$ cat src/rtl/reaper_io_pkg.sv
// Shared types and widths for the processor IN path: FSM encoding, bus widths and
// the switch-word extension helper.
package reaper_io_pkg;

  localparam int IO_SW_W = 18;
  localparam int DATA_W  = 32;

  typedef enum logic [1:0] {
    IDLE       = 2'd0,
    WAIT_PRESS = 2'd1,
    DONE       = 2'd2
  } io_state_e;

  function automatic logic [DATA_W-1:0] extend_sw(input logic [IO_SW_W-1:0] sw,
                                                  input logic               sign_ext);
    return {{(DATA_W-IO_SW_W){sign_ext & sw[IO_SW_W-1]}}, sw};
  endfunction

endpackage

$ cat src/rtl/io_input_controller_if.sv
// Board-pin / processor-side bundle for the IN controller. The slave modport is the
// controller itself; the master modport is whatever drives the pins and the request.
interface io_input_controller_if;
  import reaper_io_pkg::*;

  logic                Raw_Button_I;
  logic [IO_SW_W-1:0]  Raw_Input;
  logic                In_Request;
  logic                Interrupt;
  logic [DATA_W-1:0]   Data_In;
  logic                Data_Valid;
  logic [7:0]          Press_Count;

  modport master (
    output Raw_Button_I, Raw_Input, In_Request,
    input  Interrupt, Data_In, Data_Valid, Press_Count
  );

  modport slave (
    input  Raw_Button_I, Raw_Input, In_Request,
    output Interrupt, Data_In, Data_Valid, Press_Count
  );

endinterface

$ cat src/rtl/io_debounce.sv
// Synchronises an active-low asynchronous button, debounces it with a stability
// counter and emits a one-cycle pulse when the clean level goes to "pressed".
module io_debounce #(
  parameter int DEBOUNCE_CYCLES = 50000,
  parameter int CNT_W           = 16
) (
  input  logic clk,
  input  logic rst,
  input  logic raw_n,
  output logic press
);

  logic             sync1;
  logic             btn;
  logic             clean;
  logic             clean_d;
  logic [CNT_W-1:0] cnt;

  // The synchroniser carries the inverted pin, so its cleared state means "released".
  // NOTE: sequential state uses non-blocking assignments so every flop samples pre-edge values.
  always_ff @(posedge clk or posedge rst) begin
    if (rst) begin
      sync1   <= 1'b0;
      btn     <= 1'b0;
      clean   <= 1'b0;
      clean_d <= 1'b0;
      press   <= 1'b0;
      cnt     <= '0;
    end else begin
      sync1   <= ~raw_n;
      btn     <= sync1;
      clean_d <= clean;
      press   <= clean & ~clean_d;
      if (btn == clean) begin
        cnt <= '0;
      end else if (cnt == CNT_W'(DEBOUNCE_CYCLES - 1)) begin
        clean <= btn;
        cnt   <= '0;
      end else begin
        cnt <= cnt + 1'b1;
      end
    end
  end

endmodule

$ cat src/rtl/io_input_controller.sv
// Processor IN-path controller: stalls the core while an IN waits for a debounced
// button press, then latches the extended switch word and pulses Data_Valid.
module io_input_controller
  import reaper_io_pkg::*;
#(
  parameter int DEBOUNCE_CYCLES = 50000,
  parameter int CNT_W           = 16,
  parameter bit SIGN_EXTEND     = 1'b0
) (
  input  logic                  Sys_Clock,
  input  logic                  Reset,
  io_input_controller_if.slave  io
);

  logic               press;
  logic [IO_SW_W-1:0] sw_s1;
  logic [IO_SW_W-1:0] sw_s2;
  io_state_e          state;

  io_debounce #(
    .DEBOUNCE_CYCLES (DEBOUNCE_CYCLES),
    .CNT_W           (CNT_W)
  ) u_debounce (
    .clk   (Sys_Clock),
    .rst   (Reset),
    .raw_n (io.Raw_Button_I),
    .press (press)
  );

  always_ff @(posedge Sys_Clock or posedge Reset) begin
    if (Reset) begin
      sw_s1          <= '0;
      sw_s2          <= '0;
      state          <= IDLE;
      io.Data_In     <= '0;
      io.Data_Valid  <= 1'b0;
      io.Press_Count <= '0;
    end else begin
      sw_s1         <= io.Raw_Input;
      sw_s2         <= sw_s1;
      io.Data_Valid <= 1'b0;
      case (state)
        IDLE: begin
          if (io.In_Request) state <= WAIT_PRESS;
        end
        WAIT_PRESS: begin
          // A withdrawn request wins over a coincident press: the IN is no longer live.
          if (!io.In_Request) begin
            state <= IDLE;
          end else if (press) begin
            state          <= DONE;
            io.Data_In     <= extend_sw(sw_s2, SIGN_EXTEND);
            io.Data_Valid  <= 1'b1;
            io.Press_Count <= io.Press_Count + 1'b1;
          end
        end
        DONE:    state <= IDLE;
        default: state <= IDLE;
      endcase
    end
  end

  // Gated by Reset so the stall drops immediately, even with In_Request still high.
  assign io.Interrupt = io.In_Request & ~Reset & (state != DONE);

endmodule

$ cat src/flat_wrapper.sv
// flat-port wrapper written by rule: the top's interface ports become plain ports
module io_input_controller_flat import reaper_io_pkg::*;
#(
  parameter int DEBOUNCE_CYCLES = 50000,
  parameter int CNT_W           = 16,
  parameter bit SIGN_EXTEND     = 1'b0
)
  (Sys_Clock, Reset, io_Raw_Button_I, io_Raw_Input, io_In_Request, io_Interrupt, io_Data_In, io_Data_Valid, io_Press_Count);
  io_input_controller_if io_i ();
  input  logic Sys_Clock;
  input  logic Reset;
  input wire logic [$bits(io_i.Raw_Button_I)-1:0] io_Raw_Button_I;
  input wire logic [$bits(io_i.Raw_Input)-1:0] io_Raw_Input;
  input wire logic [$bits(io_i.In_Request)-1:0] io_In_Request;
  output wire logic [$bits(io_i.Interrupt)-1:0] io_Interrupt;
  output wire logic [$bits(io_i.Data_In)-1:0] io_Data_In;
  output wire logic [$bits(io_i.Data_Valid)-1:0] io_Data_Valid;
  output wire logic [$bits(io_i.Press_Count)-1:0] io_Press_Count;
  assign io_i.Raw_Button_I = io_Raw_Button_I;
  assign io_i.Raw_Input = io_Raw_Input;
  assign io_i.In_Request = io_In_Request;
  assign io_Interrupt = io_i.Interrupt;
  assign io_Data_In = io_i.Data_In;
  assign io_Data_Valid = io_i.Data_Valid;
  assign io_Press_Count = io_i.Press_Count;
  io_input_controller #(.DEBOUNCE_CYCLES(DEBOUNCE_CYCLES), .CNT_W(CNT_W), .SIGN_EXTEND(SIGN_EXTEND)) u_core (.Sys_Clock(Sys_Clock), .Reset(Reset), .io(io_i));
endmodule
$ cat config.mk
export PLATFORM = sky130hd
export DESIGN_NAME = io_input_controller_flat
export DESIGN_NICKNAME = d
export VERILOG_FILES = /design/src/rtl/reaper_io_pkg.sv /design/src/rtl/io_input_controller_if.sv /design/src/rtl/io_debounce.sv /design/src/rtl/io_input_controller.sv /design/src/flat_wrapper.sv
export SDC_FILE = /design/constraint.sdc
export NUM_CORES = 1
export LEC_CHECK = 0
export BUFFER_PORTS_ARGS = -buffer_cell sky130_fd_sc_hd__buf_2
export CORE_UTILIZATION = 50
export CTS_CLUSTER_SIZE = 8
export DETAILED_ROUTE_END_ITERATION = 8
export GPL_TIMING_DRIVEN = 0
export PLACE_DENSITY = 0.81
export SYNTH_ARGS = -nofsm -noshare
export SYNTH_HDL_FRONTEND = slang
export SYNTH_SLANG_ARGS = --single-unit
$ cat constraint.sdc
create_clock -name Sys_Clock -period 6.4 [get_ports Sys_Clock]
set_clock_uncertainty 0.15 [all_clocks]
set_input_delay 1.28 -clock Sys_Clock [delete_from_list [all_inputs] [get_ports Sys_Clock]]
set_output_delay 1.28 -clock Sys_Clock [all_outputs]
set_load 0.01 [all_outputs]
==> results.cfg, run 1 <==
[cts]
tritoncts = yes
htreeDepth = 3
post_cts_buffers = 0
clockBufferDepth = 2
clk_pin_slew_ps = 80
ctsResizeCount = 0
cts_root_buffer = clkbuf_8
clk_latency_ps = 340
cts_buffers = 9
cts_hold_buf = 0
cts.sinks = 86

[routing]
initialDrtViolationCount = 147
antenna_left = 0
drc = 0
routed_wl_um = 4930
via_per_inst = 4.70
num_vias = 1930
avgRoutedWirePerCell_um = 12.0
first_pass_iters = 5

[worst_hold_path]
hold_depth = 0
hold_start = u_core.sw_s1[12]
hp-class = reg2reg
worstHoldEndpoint = u_core.sw_s2[12]

[cells_and_area]
drive_above_1_share_pct = 25.0
nets = 355
multi_input_comb_area_um2 = 835
antenna_cells = 0
fillers = 474
syn2layout_area_growth_pct = 18.8
seq_area_mm2 = 0.00215

[synth]
synth_area_leaders = dfrtp_1 70%, nand2_1 7.8%, xnor2_1 5.1%
syn_inst = 257
synth_top_area_share_pct = 69.5
ys_seq_area_share_pct = 69.5
syn_area_mm2 = 0.00310
synth_area_leader_cell = dfrtp_1
yosysWarnings = 0
syn_area_per_cell_um2 = 12.0
ys_ff_latch = 86
synth.distinct_cells = 26

[power]
leakagePower_nw = 1.94
ir_drop_uv = 151
p_per_area_mw_per_mm2 = 249

[worst_setup_path]
critPathKind = in2out
crit_fanout = 76
cp-start-kind = input pin
ff2ff_path_depth = 5
worstSetupEndpointType = primary output
worstPathArrival_ps = 2280
worstReg2RegStart = u_core.u_debounce.cnt[12]
crit_required_ps = 4970
worst-r2r-setup-slack_ps = 4360
r2r_end = u_core.u_debounce.cnt[11]

[sta]
fmax_ghz = 0.270
tightest_slew_ps = 536
slew_violations = 0
rsz0062_at_grt = no
min_period_over_period_pct = 57.9
slew_headroom_pct = 64.2
hold_viol = 0
setup_viol = 0
setup_ws_ps = 2690
setup_tns_ps = 0
min_period_ps = 3710

[outcome]
status = completed

[floorplanning]
ioPinCount = 64
rows = 28
start_util_pct = 52.0
die_h_um = 80.7
coreArea_mm2 = 0.00596
die-area_mm2 = 0.00651
dieWidth_um = 80.7

[grt]
grt_max_degree = 77
grt_pass1_wl_um = 8030
grtUsageTotal_pct = 17.1
antenna_found_initial = 0
grt-ovfl-total = 0
grt_pass1_vias = 1808

[placement]
hpwl_um = 3400
dp_slack_ps = 2660
gp_congestion = 0.814
portBuffers = 49

[run]
drv_cap = 0
## stage by stage
step | area (um2) | utilization, % | hold WS [ps] | cells | power [mW]
global placement | 3480 | 58.5 | 182 | 394 | 0.606
detailed placement | 3510 | 59.0 | 186 | 395 | 0.610
CTS | 3680 | 61.7 | 200 | 411 | 0.930
floorplan | 3140 | - | 181 | 270 | 0.595
finish | 3680 | 61.7 | 194 | 411 | 0.916
global route | 3680 | 61.7 | 207 | 411 | 0.954
## routing by layer
layer	GRT usage (%)	wire length, um	vias to the layer above
met5	0	0	-
met4	10.4	125	0
met3	4.89	229	15
met2	28.3	2500	67
met1	19.5	2080	908
li1	-	-	940
## worst max path at each step
stage | start | endpoint | slack (ps) | cells past startpoint
final | Reset | io_Interrupt | 2690 | 5
after global routing | Reset | io_Interrupt | 2580 | 5
after CTS | Reset | io_Interrupt | 2660 | 5
after detailed placement | Reset | io_Interrupt | 2660 | 5
after global placement | Reset | io_Interrupt | 760 | 4
after floorplan | Reset | io_Interrupt | 1470 | 2
## kinds of logic (layout without fill, tap and decap cells)
group	count (synthesis)	in the layout	synth area share, %
xor+xnor	22	22	6.22
simple gates	117	117	16.8
buf+inv	26	92	5.09
other cells	1	14	0.121
compound gates	2	2	1.05
flops	86	86	69.5
mux	1	1	0.364
fa+ha+maj	2	2	0.808
## report_power, final
part           switching [mW]  internal [mW]
combinational          0.0210         0.0153
sequential            0.00528          0.557
clock                   0.178          0.140
## synth_stat cells, drive strengths merged
cell type / instances
nand3: 7
dfrtp: 86
o41ai: 1
nand3b: 1
conb: 1
ha: 2
nor2b: 1
inv: 7
and3: 3
nand2: 64
a21oi: 1
or3: 1
buf: 16
clkbuf: 3
mux2: 1
xnor2: 18
xor2: 4
nor2: 20
nor4: 5
nor3: 4
nand4: 7
nor4b: 1
nand2b: 2
nand4b: 1
## area by class of cell
type | count | area share [%]
buffer | 19 | 3.57
sequential | 86 | 58.5
inverter | 7 | 0.783
tap | 75 | 2.55
multi-input combinational | 158 | 22.7
timing repair buffer | 50 | 7.42
clock buffer | 10 | 3.47
clock inverter | 6 | 0.987
## state kept, by name, summed over array words and instances (netlist names)
name and count:
u_core.u_debounce.cnt 16, u_core.io.Data_Valid 1, u_core.sw_s2 18, u_core.sw_s1 18, u_core.u_debounce.press 1, u_core.u_debounce.clean_d 1
u_core.u_debounce.sync1 1, u_core.io.Press_Count 8, u_core.u_debounce.clean 1, u_core.u_debounce.btn 1, u_core.state 2, u_core.io.Data_In 18
## worst max-delay path, stage by stage
cell and delay [ps]:
buf_2 110, inv_4 150, buf_16 330, and3_1 240, buf_2 140
## layout by cell type (no fill, tap or decap), drive strengths merged, types with 2 or more instances in the layout
cell type and instances:
buf 66, clkbuf 13, xnor2 18, nand3 7, ha 2, nand4 7, dfrtp 86, nand2 64
clkinv 4, nand2b 2, xor2 4, inv 8, conb 14, nor3 4, nor4 5, and3 3
nor2 20
No activity file was read; power rests on OpenSTA's default activity.
==> run 2: changes to the inputs <==
==> constraint.sdc (replaced) <==
create_clock -name Sys_Clock -period 3.6 [get_ports Sys_Clock]
set_clock_uncertainty 0.15 [all_clocks]
set_input_delay 0.72 -clock Sys_Clock [delete_from_list [all_inputs] [get_ports Sys_Clock]]
set_output_delay 0.72 -clock Sys_Clock [all_outputs]
set_load 0.01 [all_outputs]
==> results.cfg, run 2 (synthesis gave the netlist of run 1 again) <==
[sta]
min_period_ps = 3280
rsz0062_at_grt = no
slew_violations = 0
fmax_ghz = 0.305
hold_viol = 0
slew_headroom_pct = 37.1
setup_viol = 0
min_period_over_period_pct = 91.0
tightest_slew_ps = 942

[cts]
cts_buffers = 9
ctsResizeCount = 0
clk_latency_ps = 350
cts.sinks = 86
clockBufferDepth = 2
clk_pin_slew_ps = 80
post_cts_buffers = 0
tritoncts = yes
cts_hold_buf = 0
htreeDepth = 3
cts_root_buffer = clkbuf_8

[floorplanning]
die-area_mm2 = 0.00651
coreArea_mm2 = 0.00596
ioPinCount = 64
start_util_pct = 52.0
die_h_um = 80.7
rows = 28
dieWidth_um = 80.7

[cells_and_area]
drive_above_1_share_pct = 25.3
reg_top3 = u_core.io.Data_In: 18 flops, u_core.sw_s1: 18 flops, u_core.sw_s2: 18 flops
fin_util_pct = 62.1
nets = 355
fillers = 454
syn2layout_area_growth_pct = 19.4
antenna_cells = 0
final_common_cell = dfrtp_1
final_cell_mix = 86 x dfrtp_1, 64 x nand2_1, 49 x buf_2

[worst_setup_path]
crit_fanout = 45
worstSetupEndpointType = primary output
worstPathArrival_ps = 2410
crit_required_ps = 2730
worst-r2r-setup-slack_ps = 1610
critPathKind = in2out
cp-start-kind = input pin

[outcome]
status = completed

[routing]
avgRoutedWirePerCell_um = 11.7
num_vias = 1917
drc = 0
antenna_left = 0
initialDrtViolationCount = 119
via_per_inst = 4.66
first_pass_iters = 4
routed_wl_um = 4830

[power]
total_power_mw = 1.69
p_per_area_mw_per_mm2 = 456
ir_drop_uv = 323
leakagePower_nw = 1.94

[grt]
grtUsageTotal_pct = 17.2
grt_max_degree = 46
grt_pass1_vias = 1897
grt_pass1_wl_um = 8210
antenna_found_initial = 0
grt-ovfl-total = 0

[placement]
portBuffers = 49
hpwl_um = 3360
gp_congestion = 0.814

[worst_hold_path]
hp-class = reg2reg

[run]
drv_cap = 0
-- run 2: final timing paths --
path | startpoint | endpoint | cells past startpoint
setup / recovery | Reset | io_Interrupt | 5
hold / removal | u_core.sw_s1[9] | u_core.sw_s2[9] | 0
setup reg to reg | u_core.u_debounce.cnt[12] | u_core.u_debounce.cnt[7] | 5
hold reg to reg | u_core.sw_s1[9] | u_core.sw_s2[9] | 0
max in group asynchronous | Reset | u_core.u_debounce.btn | 3
min in group asynchronous | Reset | u_core.sw_s1[5] | 2
-- run 2: per-layer routing --
layer	track usage [%]	vias to the layer above	routed length, um
met5	0	-	0
met4	10.5	0	98
met3	4.66	8	227
met2	27.9	54	2380
met1	20.3	912	2120
li1	-	943	-
-- run 2: layout make-up --
class / instances / area (um2) / area share [%]
clock inverters: 6 / 52.6 / 1.42
plain buffers: 19 / 131 / 3.55
repair buffers: 50 / 265 / 7.17
clock buffers: 10 / 138 / 3.72
flip-flops and latches: 86 / 2150 / 58.2
multi-input cells: 158 / 835 / 22.6
inverters: 7 / 30.0 / 0.812
well taps: 75 / 93.8 / 2.54
-- run 2: per-stage QoR --
stage                     cell area [um2]  instances  TNS [ps]  hold slack (ps)  setup WS (ps)
after floorplan                      3150        270         0              181            274
after global placement               3490        394      -358              182           -358
after detailed placement             3510        395         0              185            208
after CTS                            3700        411         0              205            220
after global routing                 3700        411         0              211           47.4
final                                3700        411         0              204            324
-- run 2: worst max-delay path: stages --
cell        delay, ps
buf_2             100
clkinvlp_4        730
buf_12            500
and3_1            200
buf_2             140
-- run 2: power by group --
part	leakage [nW]	internal, mW	switching, mW
clock network	0.0914	0.280	0.344
registers	1.11	0.990	0.00948
logic	0.736	0.0264	0.0368
